<file path="config.mk">
export PLATFORM = sky130hd
export DESIGN_NAME = seq_magnitude_comparator
export DESIGN_NICKNAME = d
export VERILOG_FILES = /design/src/rtl/cmp_pkg.sv /design/src/rtl/cmp_slice.sv /design/src/rtl/seq_magnitude_comparator.sv
export SDC_FILE = /design/constraint.sdc
export NUM_CORES = 1
export LEC_CHECK = 0
export ABC_AREA = 1
export ABC_CLOCK_PERIOD_IN_PS = 2380
export CORE_ASPECT_RATIO = 1.25
export CORE_MARGIN = 2
export CORE_UTILIZATION = 52
export CTS_CLUSTER_SIZE = 30
export DETAILED_ROUTE_END_ITERATION = 10
export PLACE_DENSITY = 0.8
export RECOVER_POWER = 100
export SYNTH_ARGS = -nofsm -noshare
export SYNTH_HDL_FRONTEND = slang
export SYNTH_SLANG_ARGS = --single-unit
</file>
<file path="constraint.sdc">
create_clock -name clk -period 2.38 [get_ports clk]
set_input_delay 0.238 -clock clk [delete_from_list [all_inputs] [get_ports clk]]
set_output_delay 0.238 -clock clk [all_outputs]
set_load 0.005 [all_outputs]
</file>
<file path="src/rtl/cmp_pkg.sv">
// Shared types and defaults for the sequential magnitude comparator.
// The slices() helper keeps the slice-count derivation in one place.
package cmp_pkg;

  typedef enum logic [1:0] {IDLE, RUN, DONE} cmp_state_t;

  localparam int DEFAULT_WIDTH = 32;
  localparam int DEFAULT_DIGIT = 4;

  function automatic int slices(input int width, input int digit);
    return width / digit;
  endfunction

endpackage

</file>
<file path="src/rtl/cmp_slice.sv">
// Combinational DIGIT-bit unsigned comparator with optional MSB inversion,
// used to bias the top slice so two's-complement operands order as unsigned.
module cmp_slice #(
  parameter int DIGIT = 4
) (
  input  logic [DIGIT-1:0] x,
  input  logic [DIGIT-1:0] y,
  input  logic             invert_msb,
  output logic             gt,
  output logic             lt
);

  logic [DIGIT-1:0] msbMask;
  logic [DIGIT-1:0] xBiased;
  logic [DIGIT-1:0] yBiased;

  assign msbMask = DIGIT'(invert_msb) << (DIGIT - 1);
  assign xBiased = x ^ msbMask;
  assign yBiased = y ^ msbMask;
  assign gt      = (xBiased > yBiased);
  assign lt      = (xBiased < yBiased);

endmodule

</file>
<file path="src/rtl/seq_magnitude_comparator.sv">
// Multi-cycle magnitude comparator: walks the operands MSB slice first and
// stops at the first differing slice, reporting through a start/busy/done handshake.
module seq_magnitude_comparator
  import cmp_pkg::*;
#(
  parameter int WIDTH = DEFAULT_WIDTH,
  parameter int DIGIT = DEFAULT_DIGIT
) (
  input  logic             clk,
  input  logic             rst,
  input  logic             start,
  input  logic [WIDTH-1:0] a,
  input  logic [WIDTH-1:0] b,
  input  logic             signed_mode,
  output logic             busy,
  output logic             done,
  output logic             greater,
  output logic             less,
  output logic             equal
);

  localparam int NSLICE = slices(WIDTH, DIGIT);
  localparam int CNTW   = (NSLICE > 1) ? $clog2(NSLICE) : 1;
  localparam logic [CNTW-1:0] LAST_SLICE = CNTW'(NSLICE - 1);

  generate
    if ((WIDTH % DIGIT) != 0 || WIDTH < 2 || DIGIT < 1) begin : g_bad_params
      $error("seq_magnitude_comparator: WIDTH must be a multiple of DIGIT and at least 2");
    end
  endgenerate

  cmp_state_t       state_q;
  logic [WIDTH-1:0] aShift_q;
  logic [WIDTH-1:0] bShift_q;
  logic             signed_q;
  logic [CNTW-1:0]  cnt_q;
  logic             busy_q;
  logic             done_q;
  logic             greater_q;
  logic             less_q;
  logic             equal_q;

  logic             sliceGt;
  logic             sliceLt;
  logic             sliceInvert;

  // Sign bias only applies to the slice holding the operand sign bits.
  assign sliceInvert = signed_q & (cnt_q == '0);

  cmp_slice #(
    .DIGIT (DIGIT)
  ) u_slice (
    .x          (aShift_q[WIDTH-1 -: DIGIT]),
    .y          (bShift_q[WIDTH-1 -: DIGIT]),
    .invert_msb (sliceInvert),
    .gt         (sliceGt),
    .lt         (sliceLt)
  );

  // DONE behaves like IDLE for start acceptance so comparisons can run back to back.
  always_ff @(posedge clk) begin
    if (rst) begin
      state_q   <= IDLE;
      aShift_q  <= '0;
      bShift_q  <= '0;
      signed_q  <= 1'b0;
      cnt_q     <= '0;
      busy_q    <= 1'b0;
      done_q    <= 1'b0;
      greater_q <= 1'b0;
      less_q    <= 1'b0;
      equal_q   <= 1'b0;
    end else begin
      case (state_q)
        IDLE, DONE: begin
          done_q <= 1'b0;
          if (start) begin
            state_q   <= RUN;
            aShift_q  <= a;
            bShift_q  <= b;
            signed_q  <= signed_mode;
            cnt_q     <= '0;
            busy_q    <= 1'b1;
            greater_q <= 1'b0;
            less_q    <= 1'b0;
            equal_q   <= 1'b0;
          end else begin
            state_q <= IDLE;
          end
        end
        RUN: begin
          if (sliceGt || sliceLt) begin
            greater_q <= sliceGt;
            less_q    <= sliceLt;
            state_q   <= DONE;
            busy_q    <= 1'b0;
            done_q    <= 1'b1;
          end else if (cnt_q == LAST_SLICE) begin
            equal_q <= 1'b1;
            state_q <= DONE;
            busy_q  <= 1'b0;
            done_q  <= 1'b1;
          end else begin
            aShift_q <= aShift_q << DIGIT;
            bShift_q <= bShift_q << DIGIT;
            cnt_q    <= cnt_q + CNTW'(1);
          end
        end
        default: begin
          state_q <= IDLE;
          busy_q  <= 1'b0;
          done_q  <= 1'b0;
        end
      endcase
    end
  end

  assign busy    = busy_q;
  assign done    = done_q;
  assign greater = greater_q;
  assign less    = less_q;
  assign equal   = equal_q;

endmodule

</file>
==> impl_results.md <==
* Result of the run: complete, no violations
* Met2 wirelength from detailed routing at about 4 mm
* Final setup violation count at 0
* Post-route insts no fill at 785
* Pwr Density at 1340 nW/µm²
* Number of buffers added by the clock tree synthesis step at 9
* Worst path arrival time at 2.36 ns
* Cell row count at 34
* Initial drt markers at 201
* Sequential share of the synthesized area at between 30 and 40%
* Post-synthesis cell type count at 18
* Maximum level of the CTS H-tree at 3
* Transition time at the pin with the least slew margin at between 0.8 and 0.9 ns
* Placed insts at a little under 800
* Starting density of the core at 54.4%
* Count of unresolved DRC violations after routing at 0
* Wire length of the first global-routing pass at 14.1 mm
* Setup Skew at roughly 0.012 ns
* Dpl ws at 0.314 ns
* Global placement routability congestion at 0.894
* Final setup margin at approximately 0.25 ns
* Final sum of negative setup slack at 0 ns
* Most common library cell in the layout ignoring fill and taps: nand2_1
* Total number of nets in the final design at 764
* Number of register bits inferred by synthesis at 75
* Post-CTS Hold Buffers at 0
* Detailed-route wire length on metal 1 at 3.67 mm
* Per-instance average area after synthesis at approximately 6 µm²
* Sequential standard cell area at between 1500 and 2000 µm²
* Average wire per standard cell at 10.6 µm
* Post-Route Utilization at between 60% and 70%
* Period utilization at about nine tenths
* Clock net sink count at 75
* Area share of the largest cell type after synthesis at 39.3%
* Multi-input combinational cell area at 1880 µm²
* Class of the most critical setup path: reg -> reg
* Antenna Diode Count at 0
* Final cell area excluding filler cells at 4820 µm²
* Die W at slightly above 80 µm
* Total via count after detailed routing at around 3700
* Startpoint types: register
* Max clock buf depth at 2
* Yosys warning count at 0
* Post-DR vias/cell at around 4.7
* Number of standard cells after synthesis at 634
* Num ports at 73
* Total leakage power at 2.45 nW
* Start point of the critical path: bShift_q[30]$_SDFFE_PP0P_
* Yosys top cell by area: dfxtp_1
* Clock insertion delay at the later pin of the skew report at 0.35 ns
* Clock slew at the register clock pins of the worst setup and hold paths at 0.08 ns
* Number of pins with negative max-slew slack in the final report at 0
* Met3 wirelength from detailed routing at roughly 400 µm
* Number of buffers added for setup after CTS at 0
* Kind of capture point of the worst setup path: register
* Fill cell total of the finished layout at 670
* Maximum number of pins on one net before global-route repair at 115
* Antenna violation net count after detailed routing at 0
* Post-detailed-routing wire length at 8.30 mm
* Die Height at 99.8 µm
* Syn_nets at between 700 and 800
* Peak Freq at about 0.47 GHz
* CORE AREA at 7020 µm²
* DPL Wire Length at about 5.6 mm
* Port buffer count at 72
* Type of the worst min-delay path: reg -> reg
* Endpoints failing hold at 0
* Gates resized, CTS repair at 0
* Layout-stage area growth over the synthesis result at 26.4%
* Overall die area at approximately 8000 µm²
* Main area contributors after synthesis: dfxtp_1 39%, nand2_1 21%, nor2_1 14%, inv_1 7.3%, o21ai_0 6.8%
* TritonCTS clock tree: done
* Peak supply drop at 1.26 mV
* Highest metal layer with signal wires: met4
* Commonest cells after routing, fill and taps aside: 218 x nand2_1, 146 x nor2_1, 75 x dfxtp_1
* Clock root cell: clkbuf_8
* Startpoint of the most critical hold path: equal$_SDFFE_PP0P_
* RSZ-0062 raised after global routing: no
* GRT Util Overall at 22.0%
* Startpoint of the most critical register-to-register path: bShift_q[30]$_SDFFE_PP0P_
* Via count of the first global-routing pass at 3507
* Fraction of final layout cells with drive strength greater than 1 at roughly 3.7%
* Number of antenna violations at the first check in global routing at 0
* Post-Synthesis Cell Area at between 3000 and 4000 µm²
* Placed Instance Area at 4590 µm²
* Number of detailed-routing iterations run before antenna repair at 4
* Period minus WS final at 2.13 ns
* CP Max Fanout at 114
* Count of max-cap constraint violations at 0
* Worst-case headroom to the max-slew limit at 42.4%
* Required time worst endpoint at 2.62 ns
* Final global-route overflow total at 0
==> report_power, final <==
group	switching [W]	leakage (nW)	internal, W
registers	0.000201	0.622	0.00186
logic	0.00209	1.70	0.00112
clock network	0.000464	0.123	0.000722
total	0.00275	2.45	0.00369
==> flip-flops by register name, indices dropped and copies added (netlist names) <==
name	cells
done	1
state_q	2
aShift_q	32
equal	1
greater	1
busy	1
signed_q	1
bShift_q	32
cnt_q	3
less	1
==> layout make-up <==
| type | count | share of cell area, % |
|---|---|---|
| Clock buffer | 11 | 2.93 |
| Clock inverter | 5 | 2.07 |
| Inverter | 76 | 5.91 |
| Multi-Input combinational cell | 449 | 38.9 |
| Sequential cell | 75 | 31.1 |
| Tap cell | 90 | 2.33 |
| Timing Repair Buffer | 79 | 16.7 |
==> logic make-up (layout without fill, tap and decap cells) <==
group                      Yosys count  in the layout  share of synthesized area (%)
and+or+nand+nor                    382            382                           38.8
AOI/OAI and AO/OA                   61             61                           8.29
buffers and inverters              110            171                           11.6
adders and majority gates            6              6                           1.97
DFF                                 75             75                           39.3
==> stage by stage <==
step                hold WS, ns  power (W)
CTS                       0.457    0.00652
detailed placement        0.449    0.00530
finish                    0.452    0.00644
global placement          0.439    0.00517
floorplan                 0.307    0.00461
global route              0.474    0.00711
==> path summary, 6_finish.rpt <==
check | slack (ns) | depth (start not counted) | endpoint
hold / removal | 0.45 | 2 | equal$_SDFFE_PP0P_
setup reg to reg | 0.25 | 10 | aShift_q[31]$_SDFFE_PP0P_
setup / recovery | 0.25 | 10 | aShift_q[31]$_SDFFE_PP0P_
hold reg to reg | 0.45 | 2 | equal$_SDFFE_PP0P_
==> synth_stat cells, drive strengths merged <==
cell and number:
a21oi 7, buf 15, clkbuf 19, dfxtp 75
ha 6, inv 76, nand2 218, nand3 9
nand4 8, nor2 147, o21ai 54
==> critical path, cell delays in order (launching register included) <==
cell and delay (ns):
dfxtp_1 0.31, inv_1 0.05, ha_1 0.30, nand2_1 0.06, nor2_1 0.08, nand2_1 0.13, a21oi_4 0.30, nand3_4 0.20
buf_12 0.28, nor2_1 0.21, nor2_1 0.07
==> layer usage <==
| metal | track usage [%] | vias to the layer above |
|---|---|---|
| met1 | 24.5 | 1607 |
| met3 | 4.41 | 15 |
| met2 | 39.7 | 84 |
| met4 | 10.2 | 0 |
| li1 | - | 2005 |
| met5 | 0 | - |
Note: power is estimated with default switching activity, not from simulation.
